[src/rtl/instr_fetch_unit.sv]
// Fetch stage: owns the PC, runs a req/ack handshake with variable-latency imem, strobes the fetched word to IR.
// Latency: fetch_en->imem_req 1 cycle, ack->instr_valid 1 cycle; imem_req held until ack or timeout.
module instr_fetch_unit #(
    parameter int unsigned         ADDR_W   = 16,
    parameter int unsigned         INSTR_W  = 16,
    parameter logic [ADDR_W-1:0]   RESET_PC = 16'h0000,
    parameter int unsigned         PC_STEP  = 1,
    parameter int unsigned         TIMEOUT  = 15
) (
    input  logic               clk,
    input  logic               rst,
    input  logic               fetch_en,
    input  logic               redirect,
    input  logic [ADDR_W-1:0]  redirect_pc,
    output logic               imem_req,
    output logic [ADDR_W-1:0]  imem_addr,
    input  logic               imem_ack,
    input  logic [INSTR_W-1:0] imem_rdata,
    output logic [INSTR_W-1:0] ir_out,
    output logic [ADDR_W-1:0]  pc_out,
    output logic [ADDR_W-1:0]  pc_next,
    output logic               instr_valid,
    output logic               busy,
    output logic               fetch_err
);

    localparam int unsigned CNT_W = $clog2(TIMEOUT + 1);
    localparam logic [CNT_W-1:0] CNT_LAST = CNT_W'(TIMEOUT - 1);
    localparam logic [CNT_W-1:0] CNT_MAX  = CNT_W'(TIMEOUT);

    typedef enum logic {IDLE, WAIT} state_t;

    state_t             state_q, state_d;
    logic [ADDR_W-1:0]  pc_q, pc_d;
    logic [ADDR_W-1:0]  addr_q, addr_d;
    logic [INSTR_W-1:0] ir_q, ir_d;
    logic [ADDR_W-1:0]  pcout_q, pcout_d;
    logic               valid_q, valid_d;
    logic               err_q, err_d;
    logic               drop_q, drop_d;
    logic [CNT_W-1:0]   cnt_q, cnt_d;

    always_comb begin
        state_d = state_q;
        pc_d    = pc_q;
        ir_d    = ir_q;
        pcout_d = pcout_q;
        valid_d = 1'b0;
        err_d   = err_q;
        drop_d  = drop_q;
        cnt_d   = cnt_q;
        case (state_q)
            IDLE: begin
                if (redirect) pc_d = redirect_pc;
                if (fetch_en) begin
                    state_d = WAIT;
                    err_d   = 1'b0;
                    drop_d  = 1'b0;
                    cnt_d   = '0;
                end
            end
            WAIT: begin
                if (redirect) pc_d = redirect_pc;
                if (imem_ack) begin
                    // A redirect in the ack cycle kills the response just like an earlier one.
                    if (!drop_q && !redirect) begin
                        ir_d    = imem_rdata;
                        pcout_d = addr_q;
                        pc_d    = addr_q + ADDR_W'(PC_STEP);
                        valid_d = 1'b1;
                    end
                    drop_d  = 1'b0;
                    state_d = IDLE;
                end else begin
                    if (redirect) drop_d = 1'b1;
                    if (cnt_q >= CNT_LAST) begin
                        err_d   = 1'b1;
                        drop_d  = 1'b0;
                        state_d = IDLE;
                    end
                    if (cnt_q != CNT_MAX) cnt_d = cnt_q + 1'b1;
                end
            end
            default: state_d = IDLE;
        endcase
        // Address is frozen only while a request stays outstanding; otherwise it follows the PC.
        addr_d = (state_q == WAIT && state_d == WAIT) ? addr_q : pc_d;
    end

    always_ff @(posedge clk or posedge rst) begin
        if (rst) begin
            state_q <= IDLE;
            pc_q    <= RESET_PC;
            addr_q  <= RESET_PC;
            ir_q    <= '0;
            pcout_q <= RESET_PC;
            valid_q <= 1'b0;
            err_q   <= 1'b0;
            drop_q  <= 1'b0;
            cnt_q   <= '0;
        end else begin
            state_q <= state_d;
            pc_q    <= pc_d;
            addr_q  <= addr_d;
            ir_q    <= ir_d;
            pcout_q <= pcout_d;
            valid_q <= valid_d;
            err_q   <= err_d;
            drop_q  <= drop_d;
            cnt_q   <= cnt_d;
        end
    end

    assign imem_req    = (state_q == WAIT);
    assign busy        = (state_q == WAIT);
    assign imem_addr   = addr_q;
    assign ir_out      = ir_q;
    assign pc_out      = pcout_q;
    assign pc_next     = pc_q;
    assign instr_valid = valid_q;
    assign fetch_err   = err_q;

endmodule

[config.mk]
export PLATFORM = sky130hd
export DESIGN_NAME = instr_fetch_unit
export DESIGN_NICKNAME = d
export VERILOG_FILES = /design/src/rtl/instr_fetch_unit.sv
export SDC_FILE = /design/constraint.sdc
export NUM_CORES = 1
export LEC_CHECK = 0
export ABC_AREA = 1
export CAP_MARGIN = 10
export CORE_MARGIN = 5
export CORE_UTILIZATION = 36
export DETAILED_ROUTE_END_ITERATION = 8
export REMOVE_ABC_BUFFERS = 1
export SLEW_MARGIN = 20
export SYNTH_ARGS = -nofsm -noshare
export SYNTH_HDL_FRONTEND = slang
export SYNTH_SLANG_ARGS = --single-unit
[constraint.sdc]
create_clock -name clk -period 2.7 [get_ports clk]
set_input_delay 0.54 -clock clk [delete_from_list [all_inputs] [get_ports clk]]
set_output_delay 0.54 -clock clk [all_outputs]
set_load 0.05 [all_outputs]
==> impl_metrics.tcl <==
set metrics [dict create \
    outcome "complete, no violations" \
    async_flop_share_pct 100 \
    drc 0 \
    final_cell_area_um2 4830 \
    layout-drive-gt1-share_pct 11.0 \
    gr-max-usage-layer "met2" \
    path_depth 1 \
    cp-end-kind "output port" \
    cts_max_path_buffers 2 \
    start_kind "flop" \
    setup_viol_count_final 0 \
    area_growth_pct 39.6 \
    yosysWarnings 0 \
    grtUsageMet1_pct 21.0 \
    synth_common_cells "169 x nand2_1, 72 x dfrtp_1, 26 x inv_1" \
    finalHoldViolCount 0 \
    port_buffers 104 \
    clock_skew_ps 10.4 \
    rows 35 \
    fin_crit_ps 2320 \
    p_leak_nw 2.30 \
    slew_headroom_pct 63.8 \
    synth_top_flop_cell "dfrtp_1" \
    synth_cell_type_count 35 \
    path_clk_slew_ps 80 \
    cts-resized-gates 0 \
    path_delay_family "buffers and inverters" \
    hold_path.class "flop to flop" \
    die_w_um 108 \
    slowest_delay_ps 880 \
    place_area_um2 4590 \
    cp_cell_sequence "clkdlybuf4s50_1" \
    rsz0062_at_grt "no" \
    critPathMaxFanout 10 \
    path_buf_inv 1 \
    place_congestion 0.770 \
    drtPass1Iterations 5 \
    yosys.area.top_type "dfrtp_1" \
    grt_use_total_pct 16.9 \
    grt_max_degree 39 \
    grt-ovfl-total 0 \
    groute.layer.met2.usage_pct 28.1 \
    tns_ps 0 \
    yosysMostFrequentCell "nand2_1" \
    required_ps 2160 \
    fillCellCount 919 \
    max_freq_ghz 0.431 \
    via_per_inst 4.62 \
    syn-instance-count 411 \
    met3_usage_pct 4.42 \
    diodes 0 \
    dieArea_um2 11700 \
    fp.dieH_um 108 \
    grt_pass1_wl_um 15400 \
    irDropWorstVdd_mv 0.468 \
    ios 105 \
    crit_type "flop to output port" \
    drv_cap 0 \
    avgSynthCellArea_um2 8.42 \
    worstReg2RegStart "cnt_q[0]" \
    worst_pin_slew_ps 542 \
    clock_latency_ps 350 \
    period_share_pct 85.9 \
    cts_tree "built" \
    hold_buffers 0 \
    fin_util_pct 51.8 \
    num_vias 2998 \
    post_drt_wl_per_cell_um 14.4 \
    fin_cells 649 \
    fin_nets 555 \
    cts_made_buffers 9 \
    rrSetupSlack_ps 870 \
    slew_viol_final 0 \
    cts-root-buf "clkbuf_8" \
    grt_antenna_before_repair 0 \
    htreeDepth 3 \
    core_um2 9330 \
    synth_top_area_share_pct 52.1 \
    drt_iter0_markers 89 \
    start_util_pct 37.1 \
    critPathSlowestCell "clkdlybuf4s50_1" \
    rr_endpoint "drop_q" \
    drt_wl_total_um 9380 \
    postRouteAntennaNets 0 \
    syn-cell-area_um2 3460 \
    ys_seq_elements 72 \
    power.density_nw_per_um2 974 \
    r2r_cells 7 \
    cts_sinks 72 \
    hpwl_um 6750 \
    place_ws_ps 402 \
    synth_edf_count 0 \
    seq_area_frac_synth_pct 52.1 \
    setup_slack_ps 381 \
    placed_cells 633 \
    worstSetupStartpoint "busy" \
    synthTopCellsByArea "dfrtp_1 52%, nand2_1 18%, buf_6 2.9%" \
    postCtsSetupBuffers 0 \
    grt_pass1_vias 3018 \
    arrival_ps 1780 \
    cp-endpoint "imem_req" \
]
==> cells by family (layout without fill, tap and decap cells) <==
logic type | after synthesis | in the layout | share of synthesized area, %
AND/OR/NAND/NOR | 233 | 233 | 28.3
XOR/XNOR | 4 | 4 | 1.01
adder cells (fa/ha/maj) | 3 | 3 | 1.08
multiplexers | 1 | 1 | 0.289
flip-flops | 72 | 72 | 52.1
buffers and inverters | 51 | 160 | 8.32
AO/OA/AOI/OAI | 47 | 47 | 8.89
==> how the worst min path moves through the flow <==
stage | endpoint | slack (ps) | cells after the start | startpoint
4_1_cts | ir_out[11] | 480 | 2 | ir_out[11]
3_3_place_gp | ir_out[12] | 450 | 2 | ir_out[12]
5_1_grt | pc_out[6] | 500 | 2 | pc_out[6]
6_report | ir_out[11] | 470 | 2 | ir_out[11]
2_1_floorplan | cnt_q[0] | 500 | 1 | cnt_q[0]
3_5_place_dp | ir_out[11] | 460 | 2 | ir_out[11]
==> placed cells by master (no fill, tap or decap), drive strengths merged, types with 2 or more instances in the layout <==
cell type      count
buf                9
bufinv             2
clkbuf            12
clkdlybuf4s50    104
clkinvlp           2
dfrtp             72
ha                 3
inv               30
nand2            175
nand3             21
nand4              3
nor2              23
o211ai            10
o21ai             33
or2                9
xor2               4
==> through the flow <==
stage	power [mW]	hold slack (ps)
detailed placement	3.73	458
global route	4.96	501
CTS	4.76	477
floorplan	2.93	505
global placement	3.72	455
finish	4.70	471
==> cell type report <==
cell class,instances,area (um^2),share of cell area [%]
Sequential cell,72,1800,37.3
Clock buffer,12,165,3.42
Clock inverter,4,75.1,1.55
Timing Repair Buffer,113,1130,23.5
Inverter,31,123,2.54
Multi-Input combinational cell,288,1370,28.4
Tap cell,129,161,3.34
==> worst min-delay path, delay by kind of cell, from the launching register on <==
family	cells	cell delay, ps
AND/OR/NAND/NOR	2	90
flip-flops	1	350
==> flip-flops by register name (all words and copies together) (netlist names) <==
signal and flops:
busy 1, cnt_q 4, drop_q 1, fetch_err 1, imem_addr 16, instr_valid 1
ir_out 16, pc_next 16, pc_out 16
==> report_power, final <==
group          internal (mW)  switching [mW]
registers               1.36           0.229
clock network          0.596           0.418
logic                  0.681            1.42
==> layer usage <==
metal	vias to the layer above	share of wire, %
li1	1500	-
met1	1415	44
met2	69	48
met3	14	6.1
met4	0	1.7
met5	-	0
(Power assumes the default switching activity.)
